**src/rtl/assoc_cache_pkg.sv**
```systemverilog
// Shared widths, request encoding and sizing helpers for the fully associative cache.
package cache_pkg;

    localparam int unsigned ADDR_W_DEF  = 8;
    localparam int unsigned DATA_W_DEF  = 32;
    localparam int unsigned ENTRIES_DEF = 4;

    typedef enum logic [1:0] {
        REQ_IDLE  = 2'd0,
        REQ_READ  = 2'd1,
        REQ_WRITE = 2'd2,
        REQ_FLUSH = 2'd3
    } req_kind_e;

    function automatic bit entries_ok(input int unsigned n);
        return (n >= 2) && ((n & (n - 1)) == 0);
    endfunction

    function automatic int unsigned ptr_w(input int unsigned n);
        return $clog2(n);
    endfunction

    // Flush outranks write, write outranks read.
    function automatic req_kind_e decode_req(input logic rd, input logic wr, input logic fl);
        if (fl)      return REQ_FLUSH;
        else if (wr) return REQ_WRITE;
        else if (rd) return REQ_READ;
        else         return REQ_IDLE;
    endfunction

endpackage

```
**src/rtl/assoc_cache_if.sv**
```systemverilog
// Requester-side bus of the associative cache: request inputs and registered results.
interface assoc_cache_if
    import cache_pkg::*;
#(
    parameter int unsigned ADDR_W = ADDR_W_DEF,
    parameter int unsigned DATA_W = DATA_W_DEF
);
    logic [ADDR_W-1:0] in_addr;
    logic [DATA_W-1:0] in_val;
    logic              read;
    logic              write;
    logic              flush;
    logic              hit;
    logic [DATA_W-1:0] out_val;
    logic              full;

    modport master (
        output in_addr, in_val, read, write, flush,
        input  hit, out_val, full
    );

    modport slave (
        input  in_addr, in_val, read, write, flush,
        output hit, out_val, full
    );
endinterface

```
**src/rtl/assoc_cache_entry.sv**
```systemverilog
// One cache entry: valid bit, tag and data word with a combinational tag match.
module cache_entry #(
    parameter int unsigned ADDR_W = 8,
    parameter int unsigned DATA_W = 32
) (
    input  logic              clock,
    input  logic              reset_n,
    input  logic              we_i,
    input  logic              clr_i,
    input  logic [ADDR_W-1:0] tag_i,
    input  logic [DATA_W-1:0] data_i,
    output logic              valid_o,
    output logic [DATA_W-1:0] data_o,
    output logic              match_c_o
);
    logic              valid_q, valid_d;
    logic [ADDR_W-1:0] tag_q;
    logic [DATA_W-1:0] data_q;

    // Clear wins over write so a flush can never leave a freshly filled entry.
    always_comb begin
        valid_d = valid_q;
        if (clr_i)     valid_d = 1'b0;
        else if (we_i) valid_d = 1'b1;
    end

    always_ff @(posedge clock or negedge reset_n) begin
        if (!reset_n) valid_q <= 1'b0;
        else          valid_q <= valid_d;
    end

    // Tag and data are qualified by valid, so they need no reset.
    always_ff @(posedge clock) begin
        if (we_i && !clr_i) begin
            tag_q  <= tag_i;
            data_q <= data_i;
        end
    end

    assign valid_o   = valid_q;
    assign data_o    = data_q;
    assign match_c_o = valid_q && (tag_q == tag_i);
endmodule

```
**src/rtl/assoc_cache.sv**
```systemverilog
// Fully associative cache with round-robin replacement and single-cycle flush.
module assoc_cache
    import cache_pkg::*;
#(
    parameter int unsigned ADDR_W  = ADDR_W_DEF,
    parameter int unsigned DATA_W  = DATA_W_DEF,
    parameter int unsigned ENTRIES = ENTRIES_DEF
) (
    input  logic         clock,
    input  logic         reset_n,
    assoc_cache_if.slave bus
);
    localparam int unsigned PTR_W = ptr_w(ENTRIES);

    if (!entries_ok(ENTRIES)) begin : g_bad_entries
        $error("assoc_cache: ENTRIES must be a power of two and at least 2");
    end

    req_kind_e         req;
    logic [ENTRIES-1:0] match, valid, we, valid_d;
    logic [DATA_W-1:0]  ent_data [ENTRIES];
    logic [PTR_W-1:0]   hit_idx, fill_idx;
    logic               hit_any, all_valid;

    logic [PTR_W-1:0]  victim_q, victim_d;
    logic              hit_q, hit_d;
    logic [DATA_W-1:0] out_val_q, out_val_d;
    logic              full_q, full_d;

    for (genvar g = 0; g < ENTRIES; g++) begin : g_entry
        cache_entry #(.ADDR_W(ADDR_W), .DATA_W(DATA_W)) u_entry (
            .clock     (clock),
            .reset_n   (reset_n),
            .we_i      (we[g]),
            .clr_i     (req == REQ_FLUSH),
            .tag_i     (bus.in_addr),
            .data_i    (bus.in_val),
            .valid_o   (valid[g]),
            .data_o    (ent_data[g]),
            .match_c_o (match[g])
        );
    end

    assign req       = decode_req(bus.read, bus.write, bus.flush);
    assign hit_any   = |match;
    assign all_valid = &valid;

    // Match is at most one-hot, so OR-ing indices yields the matching entry.
    always_comb begin
        hit_idx = '0;
        for (int unsigned i = 0; i < ENTRIES; i++)
            if (match[i]) hit_idx = hit_idx | PTR_W'(i);
    end

    always_comb begin
        fill_idx = '0;
        for (int i = int'(ENTRIES) - 1; i >= 0; i--)
            if (!valid[i]) fill_idx = PTR_W'(i);
    end

    // Write target: update on hit, else lowest free slot, else the victim.
    always_comb begin
        we = '0;
        if (req == REQ_WRITE) begin
            if (hit_any)         we = match;
            else if (!all_valid) we[fill_idx] = 1'b1;
            else                 we[victim_q] = 1'b1;
        end
    end

    always_comb begin
        valid_d   = (req == REQ_FLUSH) ? '0 : (valid | we);
        full_d    = &valid_d;
        victim_d  = victim_q;
        hit_d     = 1'b0;
        out_val_d = out_val_q;
        case (req)
            REQ_FLUSH: victim_d = '0;
            REQ_WRITE: begin
                hit_d = hit_any;
                if (!hit_any && all_valid) victim_d = victim_q + PTR_W'(1);
            end
            REQ_READ: begin
                hit_d     = hit_any;
                out_val_d = hit_any ? ent_data[hit_idx] : '0;
            end
            default: ;
        endcase
    end

    always_ff @(posedge clock or negedge reset_n) begin
        if (!reset_n) begin
            victim_q  <= '0;
            hit_q     <= 1'b0;
            out_val_q <= '0;
            full_q    <= 1'b0;
        end else begin
            victim_q  <= victim_d;
            hit_q     <= hit_d;
            out_val_q <= out_val_d;
            full_q    <= full_d;
        end
    end

    assign bus.hit     = hit_q;
    assign bus.out_val = out_val_q;
    assign bus.full    = full_q;
endmodule

```
**src/flat_wrapper.sv**
```systemverilog
// flat-port wrapper written by rule: the top's interface ports become plain ports
module assoc_cache_flat import cache_pkg::*;
#(
    parameter int unsigned ADDR_W  = ADDR_W_DEF,
    parameter int unsigned DATA_W  = DATA_W_DEF,
    parameter int unsigned ENTRIES = ENTRIES_DEF
)
  (clock, reset_n, bus_in_addr, bus_in_val, bus_read, bus_write, bus_flush, bus_hit, bus_out_val, bus_full);
  assoc_cache_if #(.ADDR_W(ADDR_W), .DATA_W(DATA_W)) bus_i ();
  input  logic clock;
  input  logic reset_n;
  input wire logic [$bits(bus_i.in_addr)-1:0] bus_in_addr;
  input wire logic [$bits(bus_i.in_val)-1:0] bus_in_val;
  input wire logic [$bits(bus_i.read)-1:0] bus_read;
  input wire logic [$bits(bus_i.write)-1:0] bus_write;
  input wire logic [$bits(bus_i.flush)-1:0] bus_flush;
  output wire logic [$bits(bus_i.hit)-1:0] bus_hit;
  output wire logic [$bits(bus_i.out_val)-1:0] bus_out_val;
  output wire logic [$bits(bus_i.full)-1:0] bus_full;
  assign bus_i.in_addr = bus_in_addr;
  assign bus_i.in_val = bus_in_val;
  assign bus_i.read = bus_read;
  assign bus_i.write = bus_write;
  assign bus_i.flush = bus_flush;
  assign bus_hit = bus_i.hit;
  assign bus_out_val = bus_i.out_val;
  assign bus_full = bus_i.full;
  assoc_cache #(.ADDR_W(ADDR_W), .DATA_W(DATA_W), .ENTRIES(ENTRIES)) u_core (.clock(clock), .reset_n(reset_n), .bus(bus_i));
endmodule
```
**config.mk**
```make
export PLATFORM = sky130hd
export DESIGN_NAME = assoc_cache_flat
export DESIGN_NICKNAME = d
export VERILOG_FILES = /design/src/rtl/assoc_cache_pkg.sv /design/src/rtl/assoc_cache_if.sv /design/src/rtl/assoc_cache_entry.sv /design/src/rtl/assoc_cache.sv /design/src/flat_wrapper.sv
export SDC_FILE = /design/constraint.sdc
export NUM_CORES = 1
export LEC_CHECK = 0
export CORE_MARGIN = 1.5
export CORE_UTILIZATION = 40
export DETAILED_ROUTE_END_ITERATION = 10
export GPL_ROUTABILITY_DRIVEN = 1
export PLACE_DENSITY = 0.59
export SYNTH_ARGS = -nofsm -noshare
export SYNTH_HDL_FRONTEND = slang
export SYNTH_SLANG_ARGS = --single-unit
```
**constraint.sdc**
```tcl
create_clock -name clock -period 4.46 [get_ports clock]
set_clock_uncertainty 0.05 [all_clocks]
set_input_delay 0.446 -clock clock [delete_from_list [all_inputs] [get_ports clock]]
set_output_delay 0.446 -clock clock [all_outputs]
set_load 0.02 [all_outputs]
```
==> reports/results.ini <==
[synthesis]
syn_area_um2 = 8280
synth_cell_types = 38
synth.net_count = 591
synth_top_family_by_area = simple AND/OR/NAND/NOR gates
synth_cells = 539
synth_edf_count = 160
netlist_top_cells_count = edfxtp_1, nand3_1, dfrtp_1
synth_simple_gate_area_frac = 0.117
yosysMostFrequentCell = edfxtp_1
syn_avg_cell_area_um2 = 15.4
synth_top_area_cell = edfxtp_1
seq_area_frac_synth = 0.701
synth_top_area_share = 0.580
synthXorXnorAreaFrac = 0.0402
yosys-mux-area-fraction = 0.0447
ys_async_sr_fraction = 0.200
ys.warnings.count = 0
netlist_top_cells_area = edfxtp_1, dfrtp_1, nand3_1
ys_seq_elements = 200
synth_compound_area_frac = 0.0455
synthAdderAreaFrac = 0.0106
synthFlopType = edfxtp_1

[power]
leakage_nw = 3.49
ir_worst_vdd_mv = 0.251
p_sw_mw = 0.772
power.internal_mw = 3.03
cellPowerDensity_nw_per_um2 = 386
p_clk_frac = 0.416
p_sw_frac = 0.203
p_total_mw = 3.80
combPwrFrac = 0.043
seq_power_share = 0.541

[floorplan]
start_util = 0.408
coreArea_um2 = 20300
die_y_um = 147
io_pins = 79
dieArea_um2 = 21600
row_count = 52
die-width_um = 147

[critical_path]
cp_max_fo = 21
end_kind = flop
path_class = input pin to flop
cp-start-kind = input pin
cp_data_arrival_time_ps = 3240
required_ps = 4540

[global_routing]
busiest_layer = met2
gr-total-overflow = 0
grt_use_met1 = 0.208
gr-usage-all-layers = 0.158
grt_max_degree = 62
grtUsageMet2 = 0.251
first_global_vias = 4723
grt_first_pass_wirelength_um = 25800
grt_antenna_before_repair = 0
grtUsageMet3 = 0.0363

[cells_and_area]
drive_above_1_share = 0.190
fin_nets = 661
diodes = 0
synthToLayoutAreaGrowth_pct = 18.9

[clock_network]
clock-sinks = 200
h-tree-depth = 4
cts_hold_buffers = 0
cts-resized-gates = 0
cts_buffers = 17
cts_buffer_depth = 2
post_cts_buffers = 0
clock-root-buffer = clkbuf_16
path_clk_slew_ps = 70
clock_latency_ps = 430
cts_tree = yes

[min_path]
hp-class = input pin to async pin

[route]
drtIter0Drc = 265
dr.pass1.iters = 5
drc = 0
wl_um = 16200
routed_via_density = 5.12
postRouteAntennaNets = 0
vias = 4571
wl_per_cell_um = 18.1

[sta]
max_freq_ghz = 0.316
tightest_slew_ps = 1050
final.setup.tns_ps = 0
final-setup-viol-count = 0
hold_viol_final = 0
period_share = 0.709
hold_ws_ps = 155
rsz0062_at_grt = no
maxSlewViolCount = 0
fin_crit_ps = 3160
slew_headroom = 0.302

[status]
status = completed

[place]
hpwl_um = 9780
numPortBuffers = 78
routabilityCongestion = 0.756

[run]
max_cap_violations = 0

## state kept, by name, summed over array words and instances (netlist names)
name	count
u_core.bus.full	1
u_core.g_entry.u_entry.valid_o	4
u_core.g_entry.u_entry.tag_q	32
u_core.bus.hit	1
u_core.g_entry.u_entry.data_o	128
u_core.bus.out_val	32
u_core.victim_q	2
## critical path: stages
cell	delay, ps
clkdlybuf4s50_1	610
xnor2_2	230
nand3_1	90
or3_1	260
nor4b_2	520
a21oi_1	210
nor2_4	590
buf_12	260
## metal layers
metal	routed length (µm)	vias up
li1	-	2140
met1	7230	2274
met2	7780	130
met3	809	27
met4	368	0
met5	0	-
## power groups by stage
| stage | Sequential (mW) | Combinational, mW | Clock, mW |
|---|---|---|---|
| floorplan | 2.10 | 0.0815 | 0 |
| CTS | 2.06 | 0.168 | 1.61 |
| detailed placement | 2.10 | 0.167 | 0 |
| global route | 2.06 | 0.178 | 1.68 |
| global placement | 2.10 | 0.163 | 0 |
| finish | 2.06 | 0.164 | 1.58 |
## final cells by class
type	count	area [µm²]
Sequential cell	200	5810
Fill cell	1777	10500
Clock buffer	20	457
Multi-Input combinational cell	296	2190
Timing Repair Buffer	86	873
Inverter	8	30.0
Clock inverter	12	149
Tap cell	270	338
## stage by stage
step                setup WS, ps  cells   util  instance area [µm²]
floorplan                    499    539      -                 8280
global placement             947    860  0.455                 9240
detailed placement           865    860  0.455                 9240
CTS                         1310    892  0.485                 9840
global route                1150    892  0.485                 9840
finish                      1300    892  0.485                 9840
## worst paths after layout
kind,start,endpoint,slack [ps],cells past startpoint
max in group asynchronous,reset_n,u_core.bus.out_val[15],3560,1
hold reg to reg,u_core.g_entry[2].u_entry.data_o[18],u_core.bus.out_val[18],430,2
hold / removal,reset_n,u_core.bus.out_val[5],150,1
setup reg to reg,u_core.g_entry[3].u_entry.tag_q[3],u_core.g_entry[0].u_entry.data_o[4],1560,7
min in group clock,u_core.g_entry[2].u_entry.data_o[18],u_core.bus.out_val[18],430,2
setup / recovery,bus_in_addr[3],u_core.g_entry[0].u_entry.data_o[4],1300,8
## layout by cell type, fill, tap and decap left out, types with 6 or more instances in the layout
master	Yosys	layout
edfxtp_1	160	160
inv_1	8	8
nand2_1	11	11
xnor2_1	25	25
nor2b_1	12	12
dfrtp_1	40	40
nand3_1	103	103
mux2_2	32	32
clkbuf_16	0	17
a21oi_2	30	30
ha_1	7	6
nand4_1	9	9
nor2_1	8	7
clkdlybuf4s50_1	0	77
xnor2_2	7	7
and2b_1	21	21
## logic make-up after synthesis
group           Yosys count
flops                   200
xor+xnor                 32
compound gates           47
buf+inv                  43
fa+ha+maj                 7
mux                      33
simple gates            177
Note: power is estimated with default switching activity, not from simulation.
